[config.mk]
export PLATFORM = sky130hd
export DESIGN_NAME = gpu_wback
export DESIGN_NICKNAME = d
export VERILOG_FILES = /design/src/rtl/gpu_wb_pkg.sv /design/src/rtl/gpu_wb_fifo.sv /design/src/rtl/gpu_wback.sv
export SDC_FILE = /design/constraint.sdc
export NUM_CORES = 1
export LEC_CHECK = 0
export ABC_AREA = 1
export BUFFER_PORTS_ARGS = -buffer_cell sky130_fd_sc_hd__clkbuf_2
export CAP_MARGIN = 20
export CORE_UTILIZATION = 30
export DETAILED_ROUTE_END_ITERATION = 10
export GPL_TIMING_DRIVEN = 0
export HOLD_SLACK_MARGIN = 0.1
export PLACE_DENSITY_LB_ADDON = 0.1
export SLEW_MARGIN = 10
export SYNTH_ARGS = -nofsm -noshare
export SYNTH_HDL_FRONTEND = slang
export SYNTH_SLANG_ARGS = --single-unit
[constraint.sdc]
create_clock -name clk -period 5.23 [get_ports clk]
set_input_delay 0.523 -clock clk [delete_from_list [all_inputs] [get_ports clk]]
set_output_delay 0.523 -clock clk [all_outputs]
set_load 0.02 [all_outputs]
[src/rtl/gpu_wb_pkg.sv]
// Shared constants and types for the register-file write-back stage.
// Source encodings identify which producer owns the write port in a given cycle.
package gpu_wb_pkg;

  localparam int DW = 32;
  localparam int AW = 5;

  localparam logic [1:0] SRC_NONE = 2'd0;
  localparam logic [1:0] SRC_ALU  = 2'd1;
  localparam logic [1:0] SRC_LD   = 2'd2;
  localparam logic [1:0] SRC_DIV  = 2'd3;

  typedef struct packed {
    logic [AW-1:0] dst;
    logic [DW-1:0] data;
  } wb_rec_t;

endpackage

[src/rtl/gpu_wb_fifo.sv]
// Small synchronous FIFO with asynchronous active-high reset.
// Push when full is ignored unless a pop happens the same cycle; pop when empty is ignored.
module gpu_wb_fifo #(
  parameter int W     = 8,
  parameter int DEPTH = 2
) (
  input  logic         clk,
  input  logic         rst,
  input  logic         push,
  input  logic         pop,
  input  logic [W-1:0] wdata,
  output logic [W-1:0] rdata,
  output logic         full,
  output logic         empty
);

  localparam int PW = $clog2(DEPTH);

  logic [W-1:0]  mem [DEPTH];
  logic [PW-1:0] wr_ptr;
  logic [PW-1:0] rd_ptr;
  logic [PW:0]   count;
  logic          push_ok;
  logic          pop_ok;

  assign empty   = (count == '0);
  assign full    = (count == (PW+1)'(DEPTH));
  assign pop_ok  = pop & ~empty;
  assign push_ok = push & (~full | pop_ok);
  assign rdata   = mem[rd_ptr];

  always_ff @(posedge clk or posedge rst) begin
    if (rst) begin
      wr_ptr <= '0;
      rd_ptr <= '0;
      count  <= '0;
    end else begin
      if (push_ok) wr_ptr <= wr_ptr + 1'b1;
      if (pop_ok)  rd_ptr <= rd_ptr + 1'b1;
      case ({push_ok, pop_ok})
        2'b10:   count <= count + 1'b1;
        2'b01:   count <= count - 1'b1;
        default: count <= count;
      endcase
    end
  end

  // Storage needs no reset: occupancy alone decides what is valid.
  always_ff @(posedge clk) begin
    if (push_ok) mem[wr_ptr] <= wdata;
  end

endmodule

[src/rtl/gpu_wback.sv]
// Register-file write-back: merges ALU, load-return and divide results onto one
// registered write port with fixed priority, and tracks pending load/divide targets.
module gpu_wback #(
  parameter int DW        = gpu_wb_pkg::DW,
  parameter int AW        = gpu_wb_pkg::AW,
  parameter int LDQ_DEPTH = 2
) (
  input  logic             clk,
  input  logic             reset,
  input  logic             alu_wr,
  input  logic [AW-1:0]    alu_dst,
  input  logic [DW-1:0]    alu_data,
  input  logic             ld_issue,
  input  logic [AW-1:0]    ld_issue_dst,
  input  logic             ld_wr,
  input  logic [AW-1:0]    ld_dst,
  input  logic [DW-1:0]    ld_data,
  output logic             ld_ready,
  input  logic             div_issue,
  input  logic [AW-1:0]    div_issue_dst,
  input  logic             div_wr,
  input  logic [AW-1:0]    div_dst,
  input  logic [DW-1:0]    div_data,
  output logic             div_ready,
  output logic             rf_we,
  output logic [AW-1:0]    rf_addr,
  output logic [DW-1:0]    rf_data,
  output logic [2**AW-1:0] reg_pending,
  output logic             err_ovf
);

  import gpu_wb_pkg::*;

  logic             fifo_push;
  logic             fifo_pop;
  logic             fifo_full;
  logic             fifo_empty;
  logic [AW+DW-1:0] fifo_rdata;

  logic             hold_vld;
  logic [AW-1:0]    hold_dst;
  logic [DW-1:0]    hold_data;
  logic             hold_set;
  logic             hold_clr;

  logic             ld_acc;
  logic             div_acc;
  logic             ld_cand;
  logic             div_cand;
  logic [AW-1:0]    ld_cand_dst;
  logic [DW-1:0]    ld_cand_data;
  logic [AW-1:0]    div_cand_dst;
  logic [DW-1:0]    div_cand_data;

  logic [1:0]       win_src;
  logic [AW-1:0]    win_dst;
  logic [DW-1:0]    win_data;
  logic [2**AW-1:0] pend_nxt;
  logic             ovf_now;

  gpu_wb_fifo #(
    .W     (AW + DW),
    .DEPTH (LDQ_DEPTH)
  ) u_ldq (
    .clk   (clk),
    .rst   (reset),
    .push  (fifo_push),
    .pop   (fifo_pop),
    .wdata ({ld_dst, ld_data}),
    .rdata (fifo_rdata),
    .full  (fifo_full),
    .empty (fifo_empty)
  );

  always_comb begin
    // A full FIFO is never empty, so its head drains exactly when the ALU is idle.
    ld_ready  = ~fifo_full | ~alu_wr;
    div_ready = ~hold_vld;
    ld_acc    = ld_wr & ld_ready;
    div_acc   = div_wr & div_ready;
    ovf_now   = (ld_wr & ~ld_ready) | (div_wr & ~div_ready);

    ld_cand       = ~fifo_empty | ld_acc;
    ld_cand_dst   = fifo_empty ? ld_dst  : fifo_rdata[AW+DW-1:DW];
    ld_cand_data  = fifo_empty ? ld_data : fifo_rdata[DW-1:0];
    div_cand      = hold_vld | div_acc;
    div_cand_dst  = hold_vld ? hold_dst  : div_dst;
    div_cand_data = hold_vld ? hold_data : div_data;

    win_src  = SRC_NONE;
    win_dst  = '0;
    win_data = '0;
    if (alu_wr) begin
      win_src  = SRC_ALU;
      win_dst  = alu_dst;
      win_data = alu_data;
    end else if (ld_cand) begin
      win_src  = SRC_LD;
      win_dst  = ld_cand_dst;
      win_data = ld_cand_data;
    end else if (div_cand) begin
      win_src  = SRC_DIV;
      win_dst  = div_cand_dst;
      win_data = div_cand_data;
    end

    fifo_pop  = (win_src == SRC_LD) & ~fifo_empty;
    fifo_push = ld_acc & ~((win_src == SRC_LD) & fifo_empty);
    hold_set  = div_acc & (win_src != SRC_DIV);
    hold_clr  = (win_src == SRC_DIV) & hold_vld;

    // Clear first so a same-cycle issue to the retiring index keeps it pending.
    pend_nxt = reg_pending;
    if (win_src == SRC_LD || win_src == SRC_DIV) pend_nxt[win_dst] = 1'b0;
    if (ld_issue)  pend_nxt[ld_issue_dst]  = 1'b1;
    if (div_issue) pend_nxt[div_issue_dst] = 1'b1;
  end

  always_ff @(posedge clk or posedge reset) begin
    if (reset) begin
      hold_vld  <= 1'b0;
      hold_dst  <= '0;
      hold_data <= '0;
    end else if (hold_set) begin
      hold_vld  <= 1'b1;
      hold_dst  <= div_dst;
      hold_data <= div_data;
    end else if (hold_clr) begin
      hold_vld  <= 1'b0;
    end
  end

  always_ff @(posedge clk or posedge reset) begin
    if (reset) begin
      rf_we       <= 1'b0;
      rf_addr     <= '0;
      rf_data     <= '0;
      reg_pending <= '0;
      err_ovf     <= 1'b0;
    end else begin
      rf_we       <= (win_src != SRC_NONE);
      reg_pending <= pend_nxt;
      if (ovf_now) err_ovf <= 1'b1;
      if (win_src != SRC_NONE) begin
        rf_addr <= win_dst;
        rf_data <= win_data;
      end
    end
  end

endmodule

==> reports/metrics.cfg <==
[pwr]
pwr-share-seq = 0.405
peakVddDrop_mv = 0.229
p_sw_frac = 0.397
power_density_nw_per_um2 = 531
netSwitchingPower_mw = 2.27
internal_power_mw = 3.45
combPwrFrac = 0.373
p_leak_nw = 4.68
power_frac_clock = 0.222

[cts]
cts-resized-gates = 0
postCtsSetupBuffers = 0
numCtsBuffers = 17
cts_max_path_buffers = 2
clk_latency_ns = 0.43
clockRootBuffer = clkbuf_16
ctsHoldBuffers = 0
h-tree-depth = 4
cts_sinks = 187
clk_pin_slew_worst_paths_ns = 0.08
cts_tree = built

[sta]
period_minus_slack_ns = 2.59
timing.hold.ws_ns = 0.135
max_freq_mhz = 387
setup_slack_ns = 2.64
finalSetupTns_ns = 0
hold_viol_final = 0
setup_viol = 0
tightestPinTransition_ns = 0.810
rsz0062_at_grt = no
slew_headroom = 0.459
timing.final.crit_share = 0.494
slew_viol_final = 0
final.setup_skew_ns = 0.0151

[critical_path]
cp_slowest_cell = nor2_4
cp_max_fo = 22
worstPathCellList = clkbuf_2 > inv_2 > buf_4 > buf_2 > nor3_1 > inv_1 > nand3_1 > nor2_4 > buf_16
start_kind = input port
slowest_delay_ns = 0.71
endpoint_kind = register
crit_arrival_ns = 2.72
r2r_setup_slack_ns = 2.96
crit_required_ns = 5.36
crit_type = in -> reg

[yosys]
synthesis.area_um2 = 8630
ys_ff_latch = 187
synth.distinct_cells = 35
ys_seq_area_frac = 0.585
synth_top_area_frac = 0.328
syn_nets = 959
yosys.area.top_type = dfrtp_1
yosys_warnings = 0
synthCells = 830
syn_area_per_cell_um2 = 10.4
synth_area_leaders = dfrtp_1, edfxtp_1, nand2_1, nand3_1, mux2_2

[floorplan]
die_w_um = 172
dieArea_um2 = 29500
ios = 201
start_util = 0.308
core_area_um2 = 28000
die_y_um = 172
rows = 61

[global_routing]
antenna_found_initial = 2
overflow = 0
grt_pass1_wl_um = 41200
grt_max_degree = 62
first_global_vias = 7066
grt_usage = 0.190

[finish]
layout_commonest_cell = clkbuf_2
area_growth_pct = 25.0
layout-drive-gt1-share = 0.304
fin_cells = 1443
nFillCells = 2849
fin_nets = 1181
final_util = 0.385
antenna_cells = 0
most-common-layout-cells = clkbuf_2, nand2_1, dfrtp_1

[drt]
viasPerCell = 4.87
dr.pass1.iters = 5
drc_errors = 0
wl_per_cell_um = 19.0
first_iter_violations = 392
vias = 7026
wl_um = 27400
ant_nets = 0

[run_status]
status = finished, final reports clean

[placed_design]
hpwl_um = 19400
io_buffers = 199
numPlacedInstances = 1411
dp_slack_ns = 2.07
gp_congestion = 0.776

[flow_run]
cap_violations = 0

[min_path]
worstHoldPathType = in -> async

==> layout make-up <==
cell class / count / area, um2 / share of cell area
buffer: 40 / 225 / 0.0209
clock buffer: 18 / 429 / 0.0398
clock inverter: 14 / 128 / 0.0118
inverter: 35 / 136 / 0.0126
multi-input combinational: 568 / 3240 / 0.300
sequential: 187 / 5050 / 0.468
tap: 378 / 473 / 0.0438
timing repair buffer: 203 / 1110 / 0.103
==> metal layers <==
layer | global-route usage | vias to the layer above | part of all wire
met1 | 0.255 | 3397 | 0.47
li1 | - | 3422 | -
met5 | 0 | - | 0.0010
met3 | 0.0449 | 26 | 0.051
met4 | 0.0435 | 4 | 0.012
met2 | 0.308 | 177 | 0.47
==> logic make-up (layout without fill, tap and decap cells) <==
| kind of cell | after synthesis | in the layout | share of synthesized area |
|---|---|---|---|
| fa+ha+maj | 1 | 1 | 0.00145 |
| mux | 33 | 33 | 0.0430 |
| flops | 187 | 187 | 0.585 |
| compound gates | 191 | 191 | 0.148 |
| xor+xnor | 4 | 4 | 0.00406 |
| simple gates | 339 | 339 | 0.177 |
| buf+inv | 75 | 310 | 0.0413 |
==> power groups by stage <==
| stage | sequential, mW | combinational (mW) | clock [mW] |
|---|---|---|---|
| final | 2.32 | 2.13 | 1.27 |
| after CTS | 2.32 | 2.18 | 1.31 |
| after detailed placement | 2.35 | 2.18 | 0 |
| after global routing | 2.38 | 2.37 | 1.36 |
| after global placement | 2.36 | 2.09 | 0 |
| after floorplan | 2.60 | 1.10 | 0 |
==> cell usage after synthesis, drive strengths merged <==
cell type	instances
nand2	201
dfrtp	113
nand3	79
edfxtp	74
o21ai	69
nor2	55
inv	35
mux2	33
o22a	32
a21oi	26
a211oi	24
buf	24
o221ai	24
clkbuf	16
a22oi	8
a311oi	8
xor2	3
or2	2
ha	1
nand4	1
nor3	1
xnor2	1
==> worst max-delay path, delay by kind of cell <==
family / cells / cell delay [ns]
AND/OR/NAND/NOR: 3 / 1.04
buffers and inverters: 6 / 1.14
==> flip-flops by register name, indices dropped and copies added (netlist names) <==
signal,count
u_ldq.mem,74
rf_data,32
rf_addr,5
hold_vld,1
u_ldq.wr_ptr,1
u_ldq.rd_ptr,1
reg_pending,32
rf_we,1
hold_data,32
err_ovf,1
hold_dst,5
u_ldq.count,2
==> path summary, 6_finish.rpt <==
kind                                start              end  depth (start not counted)
min reg2reg                   rf_data[24]      rf_data[24]                          2
min in group clk               ld_data[5]  u_ldq.mem[1][5]                          1
min                                 reset    hold_data[15]                          2
max in group asynchronous           reset      hold_dst[1]                          3
max                                alu_wr  u_ldq.mem[1][8]                          9
max reg2reg                u_ldq.count[0]   u_ldq.count[1]                          8
==> per-stage QoR <==
stage | area (um2) | total power, mW
floorplan | 8630 | 3.70
finish | 10800 | 5.73
global placement | 10100 | 4.45
global route | 10800 | 6.11
CTS | 10800 | 5.81
detailed placement | 10200 | 4.53
Note: power is estimated with default switching activity, not from simulation.
